$ cat config.mk
export PLATFORM = sky130hd
export DESIGN_NAME = bp_input_conditioner
export DESIGN_NICKNAME = d
export VERILOG_FILES = /design/src/rtl/bp_input_pkg.sv /design/src/rtl/bp_coin_pulse.sv /design/src/rtl/bp_input_conditioner.sv
export SDC_FILE = /design/constraint.sdc
export NUM_CORES = 1
export LEC_CHECK = 0
export ABC_AREA = 1
export BUFFER_PORTS_ARGS = -buffer_cell sky130_fd_sc_hd__buf_2
export CAP_MARGIN = 20
export CORE_MARGIN = 1.5
export CORE_UTILIZATION = 35
export CTS_CLUSTER_DIAMETER = 150
export DETAILED_ROUTE_END_ITERATION = 8
export PLACE_DENSITY = 0.61
export SLEW_MARGIN = 15
export SYNTH_ARGS = -nofsm -noshare
export SYNTH_HDL_FRONTEND = slang
export SYNTH_SLANG_ARGS = --single-unit
$ cat constraint.sdc
create_clock -name clk_49m -period 3.9 [get_ports clk_49m]
set_input_delay 0.78 -clock clk_49m [delete_from_list [all_inputs] [get_ports clk_49m]]
set_output_delay 0.78 -clock clk_49m [all_outputs]
set_load 0.01 [all_outputs]
$ cat src/rtl/bp_input_pkg.sv
// Shared scan codes, joystick bit indices and types for the BluePrint
// input conditioner.
package bp_input_pkg;

  localparam logic [7:0] SC_START1  = 8'h16;
  localparam logic [7:0] SC_START2  = 8'h1E;
  localparam logic [7:0] SC_COIN1   = 8'h2E;
  localparam logic [7:0] SC_COIN2   = 8'h36;
  localparam logic [7:0] SC_SERVICE = 8'h46;
  localparam logic [7:0] SC_PAUSE   = 8'h4D;
  localparam logic [7:0] SC_UP      = 8'h75;
  localparam logic [7:0] SC_DOWN    = 8'h72;
  localparam logic [7:0] SC_LEFT    = 8'h6B;
  localparam logic [7:0] SC_RIGHT   = 8'h74;
  localparam logic [7:0] SC_FIRE    = 8'h14;

  localparam int JB_R      = 0;
  localparam int JB_L      = 1;
  localparam int JB_D      = 2;
  localparam int JB_U      = 3;
  localparam int JB_FIRE   = 4;
  localparam int JB_START1 = 5;
  localparam int JB_COIN1  = 6;
  localparam int JB_START2 = 7;
  localparam int JB_PAUSE  = 8;

  typedef enum logic [1:0] {
    IDLE,
    PULSE,
    HOLDOFF
  } coin_state_t;

  typedef struct packed {
    logic start1;
    logic start2;
    logic coin1;
    logic coin2;
    logic service;
    logic pause;
    logic up;
    logic down;
    logic left;
    logic right;
    logic fire;
  } keys_t;

endpackage

$ cat src/rtl/bp_coin_pulse.sv
// One coin slot: edge-triggered, frame-timed credit pulse followed by
// a holdoff window. Counter saturates at 15.
module bp_coin_pulse
  import bp_input_pkg::*;
#(
  parameter int unsigned PULSE_FRAMES   = 4,
  parameter int unsigned HOLDOFF_FRAMES = 8
) (
  input  logic clk,
  input  logic rst_n,
  input  logic coin_raw,
  input  logic tick,
  input  logic pause,
  output logic coin_out
);

  localparam logic [3:0] PULSE_N = 4'(PULSE_FRAMES);
  localparam logic [3:0] HOLD_N  = 4'(HOLDOFF_FRAMES);

  coin_state_t state_q, state_d;
  logic [3:0]  cnt_q, cnt_d, cnt_inc;
  logic        prev_q;

  assign cnt_inc  = (cnt_q == 4'hF) ? cnt_q : cnt_q + 4'd1;
  assign coin_out = (state_q == PULSE);

  always_comb begin
    state_d = state_q;
    cnt_d   = cnt_q;
    // pause freezes both state and counter
    if (!pause) begin
      unique case (state_q)
        IDLE: begin
          if (coin_raw && !prev_q) begin
            state_d = PULSE;
            cnt_d   = '0;
          end
        end
        PULSE: begin
          if (tick) begin
            cnt_d = cnt_inc;
            if (cnt_inc == PULSE_N) begin
              state_d = (HOLD_N == 4'd0) ? IDLE : HOLDOFF;
              cnt_d   = '0;
            end
          end
        end
        HOLDOFF: begin
          if (tick) begin
            cnt_d = cnt_inc;
            if (cnt_inc == HOLD_N) begin
              state_d = IDLE;
              cnt_d   = '0;
            end
          end
        end
        default: begin
          state_d = IDLE;
          cnt_d   = '0;
        end
      endcase
    end
  end

  always_ff @(posedge clk or negedge rst_n) begin
    if (!rst_n) begin
      state_q <= IDLE;
      cnt_q   <= '0;
      prev_q  <= 1'b0;
    end else begin
      state_q <= state_d;
      cnt_q   <= cnt_d;
      prev_q  <= coin_raw;
    end
  end

endmodule

$ cat src/rtl/bp_input_conditioner.sv
// Merges PS/2 keys and two HPS pads into BluePrint control bytes.
// Define SOCD_CLEAN_EN to cancel opposing directions per player.
module bp_input_conditioner
  import bp_input_pkg::*;
#(
  parameter int unsigned COIN_PULSE_FRAMES   = 4,
  parameter int unsigned COIN_HOLDOFF_FRAMES = 8
) (
  input  logic        clk_49m,
  input  logic        reset,
  input  logic [10:0] ps2_key,
  input  logic [15:0] joystick_0,
  input  logic [15:0] joystick_1,
  input  logic        vblank,
  input  logic        pause,
  output logic [7:0]  p1_controls,
  output logic [7:0]  p2_controls,
  output logic        service,
  output logic        pause_btn
);

  logic       tog_q, primed_q, vblank_q;
  logic       ps2_evt, tick;
  keys_t      keys_q, keys_d;
  logic [7:0] p1_q, p1_d, p2_q, p2_d;
  logic       service_q, service_d;
  logic       pause_btn_q, pause_btn_d;
  logic       coin1_raw, coin2_raw;
  logic       coin1, coin2;
  logic       up1, down1, left1, right1;
  logic       up2, down2, left2, right2;
  logic       unused_bits;

  assign unused_bits = ^{ps2_key[8], joystick_0[15:9],
                         joystick_1[15:9]};

  // primed_q masks the first clock, when tog_q is still a reset value
  assign ps2_evt = primed_q && (ps2_key[10] != tog_q);
  assign tick    = vblank && !vblank_q;

  always_comb begin
    keys_d = keys_q;
    if (ps2_evt) begin
      unique case (1'b1)
        (ps2_key[7:0] == SC_START1):  keys_d.start1  = ps2_key[9];
        (ps2_key[7:0] == SC_START2):  keys_d.start2  = ps2_key[9];
        (ps2_key[7:0] == SC_COIN1):   keys_d.coin1   = ps2_key[9];
        (ps2_key[7:0] == SC_COIN2):   keys_d.coin2   = ps2_key[9];
        (ps2_key[7:0] == SC_SERVICE): keys_d.service = ps2_key[9];
        (ps2_key[7:0] == SC_PAUSE):   keys_d.pause   = ps2_key[9];
        (ps2_key[7:0] == SC_UP):      keys_d.up      = ps2_key[9];
        (ps2_key[7:0] == SC_DOWN):    keys_d.down    = ps2_key[9];
        (ps2_key[7:0] == SC_LEFT):    keys_d.left    = ps2_key[9];
        (ps2_key[7:0] == SC_RIGHT):   keys_d.right   = ps2_key[9];
        (ps2_key[7:0] == SC_FIRE):    keys_d.fire    = ps2_key[9];
        default: ;
      endcase
    end
  end

  assign coin1_raw = keys_q.coin1 | joystick_0[JB_COIN1]
                   | joystick_1[JB_COIN1];
  assign coin2_raw = keys_q.coin2;

  bp_coin_pulse #(
    .PULSE_FRAMES   (COIN_PULSE_FRAMES),
    .HOLDOFF_FRAMES (COIN_HOLDOFF_FRAMES)
  ) u_coin1 (
    .clk      (clk_49m),
    .rst_n    (reset),
    .coin_raw (coin1_raw),
    .tick     (tick),
    .pause    (pause),
    .coin_out (coin1)
  );

  bp_coin_pulse #(
    .PULSE_FRAMES   (COIN_PULSE_FRAMES),
    .HOLDOFF_FRAMES (COIN_HOLDOFF_FRAMES)
  ) u_coin2 (
    .clk      (clk_49m),
    .rst_n    (reset),
    .coin_raw (coin2_raw),
    .tick     (tick),
    .pause    (pause),
    .coin_out (coin2)
  );

  always_comb begin
    up1    = keys_q.up    | joystick_0[JB_U];
    down1  = keys_q.down  | joystick_0[JB_D];
    left1  = keys_q.left  | joystick_0[JB_L];
    right1 = keys_q.right | joystick_0[JB_R];
    up2    = keys_q.up    | joystick_1[JB_U];
    down2  = keys_q.down  | joystick_1[JB_D];
    left2  = keys_q.left  | joystick_1[JB_L];
    right2 = keys_q.right | joystick_1[JB_R];
`ifdef SOCD_CLEAN_EN
    if (left1 && right1) begin
      left1  = 1'b0;
      right1 = 1'b0;
    end
    if (up1 && down1) begin
      up1   = 1'b0;
      down1 = 1'b0;
    end
    if (left2 && right2) begin
      left2  = 1'b0;
      right2 = 1'b0;
    end
    if (up2 && down2) begin
      up2   = 1'b0;
      down2 = 1'b0;
    end
`endif
    p1_d = {
      coin1 | coin2,
      keys_q.start2 | joystick_0[JB_START2] | joystick_1[JB_START2],
      keys_q.start1 | joystick_0[JB_START1] | joystick_1[JB_START1],
      keys_q.fire | joystick_0[JB_FIRE],
      left1, down1, right1, up1
    };
    p2_d = {
      3'b111,
      keys_q.fire | joystick_1[JB_FIRE],
      left2, down2, right2, up2
    };
    service_d   = keys_q.service;
    pause_btn_d = keys_q.pause | joystick_0[JB_PAUSE]
                | joystick_1[JB_PAUSE];
  end

  always_ff @(posedge clk_49m or negedge reset) begin
    if (!reset) begin
      tog_q       <= 1'b0;
      primed_q    <= 1'b0;
      vblank_q    <= 1'b1;
      keys_q      <= '0;
      p1_q        <= 8'h00;
      p2_q        <= 8'hE0;
      service_q   <= 1'b0;
      pause_btn_q <= 1'b0;
    end else begin
      tog_q       <= ps2_key[10];
      primed_q    <= 1'b1;
      vblank_q    <= vblank;
      keys_q      <= keys_d;
      p1_q        <= p1_d;
      p2_q        <= p2_d;
      service_q   <= service_d;
      pause_btn_q <= pause_btn_d;
    end
  end

  assign p1_controls = p1_q;
  assign p2_controls = p2_q;
  assign service     = service_q;
  assign pause_btn   = pause_btn_q;

endmodule

==> Word-level counts from Yosys, hierarchy flattened <==
Index checks and enable logic that the tools add are counted.
{ "classes": {"add_sub_neg": 2, "n_eq_ne": 32, "muxes": 26, "bitwise": 20, "n_reduce_logical": 24} }
{ "op_table": {"columns": ["operator", "n"], "rows": [
  ["$eq A8 B7 Y1 const B", 6],
  ["$mux W4", 12],
  ["$eq A8 B5 Y1 const B", 3],
  ["$pmux W4 S3", 2],
  ["$reduce_and A2 Y1", 11],
  ["$mux W2", 10],
  ["$or A1 B1 Y1", 19],
  ["$eq A4 B4 Y1 const B", 4],
  ["$eq A8 B6 Y1 const B", 2],
  ["$ne A2 B1 Y1 const B", 6],
  ["$pmux W2 S3", 2],
  ["$reduce_and A6 Y1", 2],
  ["$add A4 B1 Y4 const B", 2],
  ["$eq A4 B3 Y1 const B", 2],
  ["$ne A2 B2 Y1 const B", 4],
  ["$reduce_and A4 Y1", 2],
  ["$eq A2 B1 Y1 const B", 2],
  ["$eq A2 B2 Y1 const B", 2],
  ["$logic_and A1 B1 Y1", 4],
  ["$logic_not A2 Y1", 2],
  ["$logic_not A1 Y1", 3],
  ["$ne A1 B1 Y1", 1],
  ["$not A1 Y1", 1]
]} }
{ "totals": {"reg_bits": 43, "input_bits": 47, "out_inout_bits": 18, "word_cells": 128} }

==> Logic depth before layout (Yosys ltp) <==
Gate-level depths: netlist of run 1.
{ "depth": {"depth_word": 6, "mapped_depth": 11, "ltp_nobuf": 11} }

==> Modules after synthesis <==
From an unflattened synthesis of run 1, not the netlist that was laid out.
{ "unflattened": {"hier_cells": 299, "area_unflattened_um2": 2349.8} }
{ "by_module_without_submodules": {"columns": ["module", "instances", "cells_per_inst", "area_per_inst_um2"], "rows": [
  ["bp_input_conditioner", 1, 153, 1316.3],
  ["bp_coin_pulse", 2, 73, 516.7]
]} }

==> Worst setup path before layout of run 1 <==
OpenSTA, ideal clock, no wires.
{ "synth_timing": {"path_kind": "input to register", "startpoint": "input port vblank", "endpoint": "register u_coin1.state_q[1]", "arrival_ps": 1439, "t_required_ps": 3783, "path_slack_ps": 2344, "cell_stages": 8, "path_cell_list": "nand2_1 -> and2_1 -> nor2_2 -> nand2_2 -> inv_1 -> nand3_2 -> nand2_1 -> nand2_1"} }
{ "synth_via": {"elab_chain_cells": 3, "word_cells_on_any_way": 4, "cone_classes": "eq/ne (2); reduce/logical (2)"} }
{ "synth_lines": {"columns": ["item", "line", "rtl"], "rows": [
  ["start, declared", "bp_input_conditioner.sv:14", "input logic vblank,"],
  ["$logic_and A1 B1 Y1 (*)", "bp_input_conditioner.sv:39", "assign tick = vblank && !vblank_q;"],
  ["$ne A2 B2 Y1 (no line)", null, null],
  ["$reduce_and A6 Y1 (no line) (*)", null, null],
  ["end signal, assigned", "bp_coin_pulse.sv:71", "state_q <= state_d;"],
  ["end, declared", "bp_coin_pulse.sv:20", "coin_state_t state_q, state_d;"]
]} }
Mark *: on every way between the ends. The rest lies on a longest branch, timed or not.
A chain may end at the register's enable or synchronous reset.

==> Worst setup path after layout of run 1 <==
{ "layout_timing": {"startpoint": "input port ps2_key[10]", "endpoint": "register keys_q[4] in the netlist's numbering"} }
{ "layout_via": {"elab_chain_cells": 3} }
{ "layout_lines": {"columns": ["item", "line", "rtl"], "rows": [
  ["start, declared", "bp_input_conditioner.sv:11", "input logic [10:0] ps2_key,"],
  ["$ne A1 B1 Y1", "bp_input_conditioner.sv:38", "assign ps2_evt = primed_q && (ps2_key[10] != tog_q);"],
  ["$logic_and A1 B1 Y1", "bp_input_conditioner.sv:38", null],
  ["$reduce_and A2 Y1 (no line)", null, null],
  ["end signal, assigned", "bp_input_conditioner.sv:147", "keys_q <= keys_d;"],
  ["end, declared", "bp_input_conditioner.sv:24", "keys_t keys_q, keys_d;"]
]} }
Every way passes these cells.

==> results of run 1 <==
==> placed cells by master (no fill, tap or decap), types with 10 or more instances in the layout <==
| cell type | n |
|---|---|
| dfrtp_1 | 42 |
| nand3_1 | 15 |
| nand4_1 | 10 |
| buf_2 | 46 |
| nand2_1 | 76 |
| or2_2 | 10 |
| o21ai_0 | 13 |
| inv_1 | 27 |
| nor2_1 | 16 |
==> synthesized netlist by cell type, types with 2 or more instances <==
library cell	count
a21oi_1	3
o31ai_1	2
ha_1	8
nand3_1	15
or2_2	10
o21ai_1	4
nor2_1	16
nor3_1	8
dfrtp_1	42
nand4_1	10
nand2_1	76
o21ai_0	13
buf_2	2
inv_1	27
buf_4	5
or3_1	3
inv_2	3
nand2_2	7
nand3_2	4
==> area by class of cell <==
type                            count  share of cell area (%)
Sequential cell                    43                    41.0
Multi-Input combinational cell    193                    38.2
Timing Repair Buffer               46                    8.76
Inverter                           31                    4.43
Tap cell                           75                    3.57
Clock buffer                        5                    2.62
Clock inverter                      2                    1.43
==> flip-flops by register name (all words and copies together), names as in the netlist <==
| register | count |
|---|---|
| u_coin2.state_q | 2 |
| u_coin1.prev_q | 1 |
| coin2_raw | 1 |
| primed_q | 1 |
| tog_q | 1 |
| service | 1 |
| pause_btn | 1 |
| u_coin1.state_q | 2 |
| u_coin1.cnt_q | 4 |
| u_coin2.prev_q | 1 |
| u_coin2.cnt_q | 4 |
| keys_q | 9 |
| p1_controls | 8 |
| vblank_q | 1 |
| service_d | 1 |
| p2_controls | 5 |
==> cells by family (layout without fill, tap and decap cells) <==
kind of cell,after synthesis,in the layout,synth area share (%)
DFF,43,43,48.1
and+or+nand+nor,155,155,32.9
AOI/OAI and AO/OA,26,26,6.88
other,1,4,0.168
adders and majority gates,8,8,4.47
buffers and inverters,39,84,7.49
==> routing by layer <==
layer	up-vias	global-route usage [%]
li1	960	-
met1	837	16.7
met2	52	22.0
met3	8	3.38
met4	0	4.55
met5	-	0
==> path summary, 6_finish.rpt <==
| check | start | endpoint | slack (ns) | cells past startpoint |
|---|---|---|---|---|
| max in group asynchronous | reset | u_coin2.cnt_q[2]$_DFFE_PN0P_ | 2.68 | 1 |
| worst min register to register | service_d$_DFFE_PN0P_ | service$_DFF_PN0_ | 0.39 | 0 |
| worst min-delay path | service_d$_DFFE_PN0P_ | service$_DFF_PN0_ | 0.39 | 0 |
| worst max register to register | u_coin1.cnt_q[0]$_DFFE_PN0P_ | u_coin1.state_q[1]$_DFFE_PN0P_ | 2.19 | 10 |
| min in group asynchronous | reset | keys_q[9]$_DFFE_PN0P_ | 0.62 | 1 |
| worst max-delay path | ps2_key[10] | keys_q[4]$_DFFE_PN0P_ | 2.17 | 6 |
==> report_power, final <==
part	total, W	switching, W	internal (W)	leakage [nW]
registers	0.000535	0.0000378	0.000497	0.545
logic	0.000408	0.000253	0.000155	0.720
clock network	0.000335	0.000148	0.000187	0.0502
total	0.00128	0.000438	0.000839	1.32
==> stage by stage <==
stage	cells	setup slack (ns)	cell area (µm²)	utilization (%)	total power, W
2_1_floorplan	275	2.34	2250	-	0.000851
3_3_place_gp	388	1.89	2520	41.6	0.000948
3_5_place_dp	388	1.84	2520	41.6	0.000954
4_1_cts	395	2.15	2630	43.4	0.00130
5_1_grt	395	1.95	2630	43.4	0.00138
6_report	395	2.17	2630	43.4	0.00128
==> flow_summary_export.csv, run 1 <==
group,metric,value,unit
timing,min_period_over_period,44.3,%
clock_network,ctsHtreeMaxLevel,2,
synthesis,ys_seq_area_share,48.1,%
die,die_h,83.0,µm
clock_network,cts_buffers,5,
die,io_pins,65,
synthesis,ys.flop_type,"dfrtp_1",
timing,clock.fmax,579,MHz
hold_path,hold_path_class,"flop to flop",
synthesis,ys_ff_latch,43,
routing,met3_length,226,µm
synthesis,synth_largest_area_cell,"dfrtp_1",
clock_network,clk_root_buffer_cell,"clkbuf_8",
routing,first_iter_violations,37,
synthesis,synth_cell_types,33,
timing,slew_headroom,37.4,%
synthesis,avgSynthCellArea,8.23,µm²
synthesis,yosys.area.top_type_share,47.0,%
finish,antenna_cells,0,
worst_setup_path,path_max_fanout,11,
routing,top_layer,"met4",
job,drv_cap,0,
routing,wl_met1,1960,µm
routing,wl_met2,1890,µm
timing,setup_violations,0,
timing,tns,0,ns
routing,post_drt_via_cell_ratio,4.70,
die,dieArea,0.00688,mm²
synthesis,async_reset_ff_share,100,%
routing,drcViolationCount,0,
global_routing,grt_max_degree,44,
place,hpwl,3210,µm
worst_setup_path,cp.arrival,1.90,ns
die,core-area,0.00606,mm²
timing,hold_ws,0.389,ns
routing,vias,1857,
clock_network,ctsHoldBuffers,0,
routing,drtAntennaViolNets,0,
worst_setup_path,path_class,"input port to flop",
place,gp_congestion,0.863,
global_routing,antenna_found_initial,0,
die,rows,28,
timing,fin_skew,0.00636,ns
finish,drive_gt1_share,25.9,%
synthesis,synthTopCellsByArea,"dfrtp_1, nand2_1, inv_1",
synthesis,ys.warnings.count,0,
clock_network,clk_pin_slew,0.08,ns
synthesis,syn_area,0.00224,mm²
routing,totalWireLength,4140,µm
synthesis,synth-edff-count,0,
timing,finalHoldViolations,0,
die,initial_core_util,36.9,%
timing,rsz0062_at_grt,"no",
timing,min_period,1.73,ns
synthesis,postSynthCellCount,272,
worst_setup_path,cp-start-kind,"input port",
pwr,ir_drop,0.255,mV
finish,synthToLayoutAreaGrowth,17.4,%
finish,fill_cells,608,
die,die_x,83.0,µm
timing,slew_violations,0,
clock_network,cts_resized,0,
worst_setup_path,crit_chain,"buf_2 -> o21ai_0 -> a21oi_1 -> nand3_1 -> nand2_1 -> o21ai_1",
routing,wl_per_cell,10.5,µm
finish,nNetsFinal,375,
global_routing,grt_pass1_vias,1836,
routing,firstDrtPassIters,4,
pwr,power_density,486,mW/mm²
worst_setup_path,crit_slowest_cell,"a21oi_1",
clock_network,clock_sink_count,43,
place,io_buffers,46,
clock_network,cts_tree,"built",
finish,multi_input_area,0.00100,mm²
clock_network,clk_path_buf_depth,2,
clock_network,postCtsSetupBuffers,0,
worst_setup_path,cp-end-kind,"flop",
clock_network,worstSkewPairLatency,0.29,ns
finish,seqCellArea,0.00108,mm²
worst_setup_path,crit_path_max_incr_delay,0.57,ns
timing,worst_slew_pin_slew,0.940,ns
global_routing,overflow,0,
status,status,"finished clean",
global_routing,grt_usage,13.2,%
worst_setup_path,crit_required,4.08,ns
pwr,power.leakage,1.32,nW
worst_setup_path,critPathBufInv,1,
global_routing,grt_pass1_wl,7640,µm
worst_setup_path,cp_top_family,"compound AO/OA/AOI/OAI gates",
Note: power is estimated with default switching activity, not from simulation.
==> run 2: changes to the inputs <==
==> constraint.sdc (replaced) <==
create_clock -name clk_49m -period 1.6 [get_ports clk_49m]
set_input_delay 0.32 -clock clk_49m [delete_from_list [all_inputs] [get_ports clk_49m]]
set_output_delay 0.32 -clock clk_49m [all_outputs]
set_load 0.01 [all_outputs]
==> run 2 against run 1 <==
Compared with the run above:
- largest power group unchanged
- clock skew is 0.0018 ns lower
- count of clock-buffer cells in the layout stayed put
- first-iteration DRC count is 65% higher
- worst hold slack worse by 0.25 ns
- die area stayed put
- global-route usage is 0.27 points lower
- sequential power is 140% higher
==> flow_summary_export.csv, run 2 (same netlist as run 1, synthesis figures left out) <==
group,metric,value,unit
pwr,clock_power_share,23.9,%
routing,first_iter_violations,61,
global_routing,grt_max_degree,26,
worst_setup_path,cp.arrival,1.69,ns
timing,min_period_over_period,93.1,%
die,dieArea,0.00688,mm²
hold_path,hold_path_class,"input port to flop",
worst_setup_path,cp-end-kind,"flop",
timing,slew_violations,0,
worst_setup_path,crit_top_cell,"inv_2",
pwr,swShare,34.4,%
finish,fin_util,46.8,%
global_routing,grt_pass1_vias,1775,
place,gp_congestion,0.861,
die,rows,28,
routing,drcViolationCount,0,
finish,largest_reg_flops,9,
finish,fill_cells,594,
pwr,internal-power,0.00223,W
status,status,"finished clean",
routing,wl_per_cell,10.5,µm
routing,vias,1908,
clock_network,clock_sink_count,43,
global_routing,grt_pass1_wl,7430,µm
timing,min_period,1.49,ns
worst_setup_path,path_class,"flop to flop",
clock_network,clk_root_buffer_cell,"clkbuf_8",
timing,setup_violations,0,
finish,final_common_cell,"nand2_1",
finish,nNetsFinal,390,
die,initial_core_util,36.9,%
pwr,power_density,1200,mW/mm²
global_routing,antenna_found_initial,0,
clock_network,clk_path_buf_depth,2,
timing,clock.fmax,672,MHz
global_routing,grt_usage,13.0,%
clock_network,clk_pin_slew,0.08,ns
timing,fin_skew,0.00454,ns
place,hpwl,3290,µm
worst_setup_path,cp-start-kind,"flop",
clock_network,cts_tree,"built",
die,core-area,0.00606,mm²
pwr,p_switching,0.00117,W
die,io_pins,65,
timing,tns,0,ns
finish,drive_gt1_share,34.3,%
die,die_x,83.0,µm
routing,totalWireLength,4290,µm
clock_network,ctsHtreeMaxLevel,2,
die,die_h,83.0,µm
worst_setup_path,crit_slowest_cell,"dfrtp_1",
worst_setup_path,crit_chain,"inv_2 -> ha_2 -> inv_2 -> nand2_1 -> and2_1 -> nor2_2 -> nand2_2 -> buf_4 -> o31ai_2",
routing,drtAntennaViolNets,0,
timing,finalHoldViolations,0,
finish,final_cell_mix,"nand2_1, buf_2, dfrtp_1",
job,drv_cap,0,
finish,largest_register,"keys_q",
worst_setup_path,path_max_fanout,5,
pwr,power.leakage,1.39,nW
place,io_buffers,46,
finish,synthToLayoutAreaGrowth,26.6,%
finish,multi_input_area,0.00108,mm²
finish,seqCellArea,0.00108,mm²
timing,rsz0062_at_grt,"yes",
routing,firstDrtPassIters,4,
worst_setup_path,crit_required,1.80,ns
finish,antenna_cells,0,
worst_setup_path,crit_path_max_incr_delay,0.40,ns
timing,hold_ws,0.136,ns
pwr,ir_drop,0.630,mV
routing,post_drt_via_cell_ratio,4.65,
clock_network,worstSkewPairLatency,0.29,ns
clock_network,cts_buffers,5,
pwr,combPwrFrac,37.8,%
global_routing,overflow,0,
pwr,p_seq_share,38.3,%
## run 2: layout make-up
type / count / share of cell area, %
Clock buffer: 5 / 2.43
Inverter: 31 / 4.11
Sequential cell: 43 / 38.1
Tap cell: 75 / 3.31
Clock inverter: 2 / 1.32
Timing Repair Buffer: 61 / 12.6
Multi-Input combinational cell: 193 / 38.1
## run 2: layer usage
metal	track usage (%)	wire length, µm	up-vias
met3	4.47	244	8
met4	4.09	59	0
met2	20.7	1940	43
met1	16.6	2050	866
li1	-	-	991
met5	0	0	-
## run 2: power by group through the flow
| stage | Sequential [W] | Clock, W | Combinational, W |
|---|---|---|---|
| final | 0.00130 | 0.000812 | 0.00128 |
| after global routing | 0.00132 | 0.000883 | 0.00145 |
| after CTS | 0.00129 | 0.000844 | 0.00111 |
| after detailed placement | 0.00131 | 0 | 0.00110 |
| after global placement | 0.00131 | 0 | 0.00109 |
| after floorplan | 0.00132 | 0 | 0.000753 |
## run 2: critical path: cells and delay by family (launching register included)
kind,cells,cell delay (ns)
AO/OA/AOI/OAI,1,0.16
buffers and inverters,3,0.27
AND/OR/NAND/NOR,4,0.39
adder cells (fa/ha/maj),1,0.17
flip-flops,1,0.40
## run 2: worst paths after layout
path / from / endpoint / slack (ns) / cells after the start
worst max register to register: u_coin1.state_q[1]$_DFFE_PN0P_ / u_coin1.cnt_q[0]$_DFFE_PN0P_ / 0.11 / 9
max in group asynchronous: reset / u_coin1.cnt_q[2]$_DFFE_PN0P_ / 0.61 / 3
worst max-delay path: u_coin1.state_q[1]$_DFFE_PN0P_ / u_coin1.cnt_q[0]$_DFFE_PN0P_ / 0.11 / 9
min in group asynchronous: reset / keys_q[9]$_DFFE_PN0P_ / 0.50 / 2
worst min-delay path: vblank / vblank_q$_DFF_PN1_ / 0.14 / 1
worst min register to register: service_d$_DFFE_PN0P_ / service$_DFF_PN0_ / 0.39 / 0
## run 2: what timing repair did
| action | CTS | global route |
|---|---|---|
| pin swaps | 0 | 6 |
| hold endpoints to repair | 17 | 0 |
| buffers inserted | 0 | 6 |
| setup endpoints to repair | 1 | 12 |
| hold buffers | 1 | 0 |
| gates resized for setup | 1 | 23 |
## run 2: stage by stage
step / area [µm²] / total power (W) / setup slack (ns) / instances
floorplan: 2250 / 0.00207 / 0.0731 / 275
global placement: 2590 / 0.00239 / 0.0423 / 396
detailed placement: 2590 / 0.00241 / 0.00707 / 396
CTS: 2710 / 0.00325 / 0.0231 / 404
global route: 2830 / 0.00365 / -0.0229 / 410
finish: 2830 / 0.00340 / 0.111 / 410
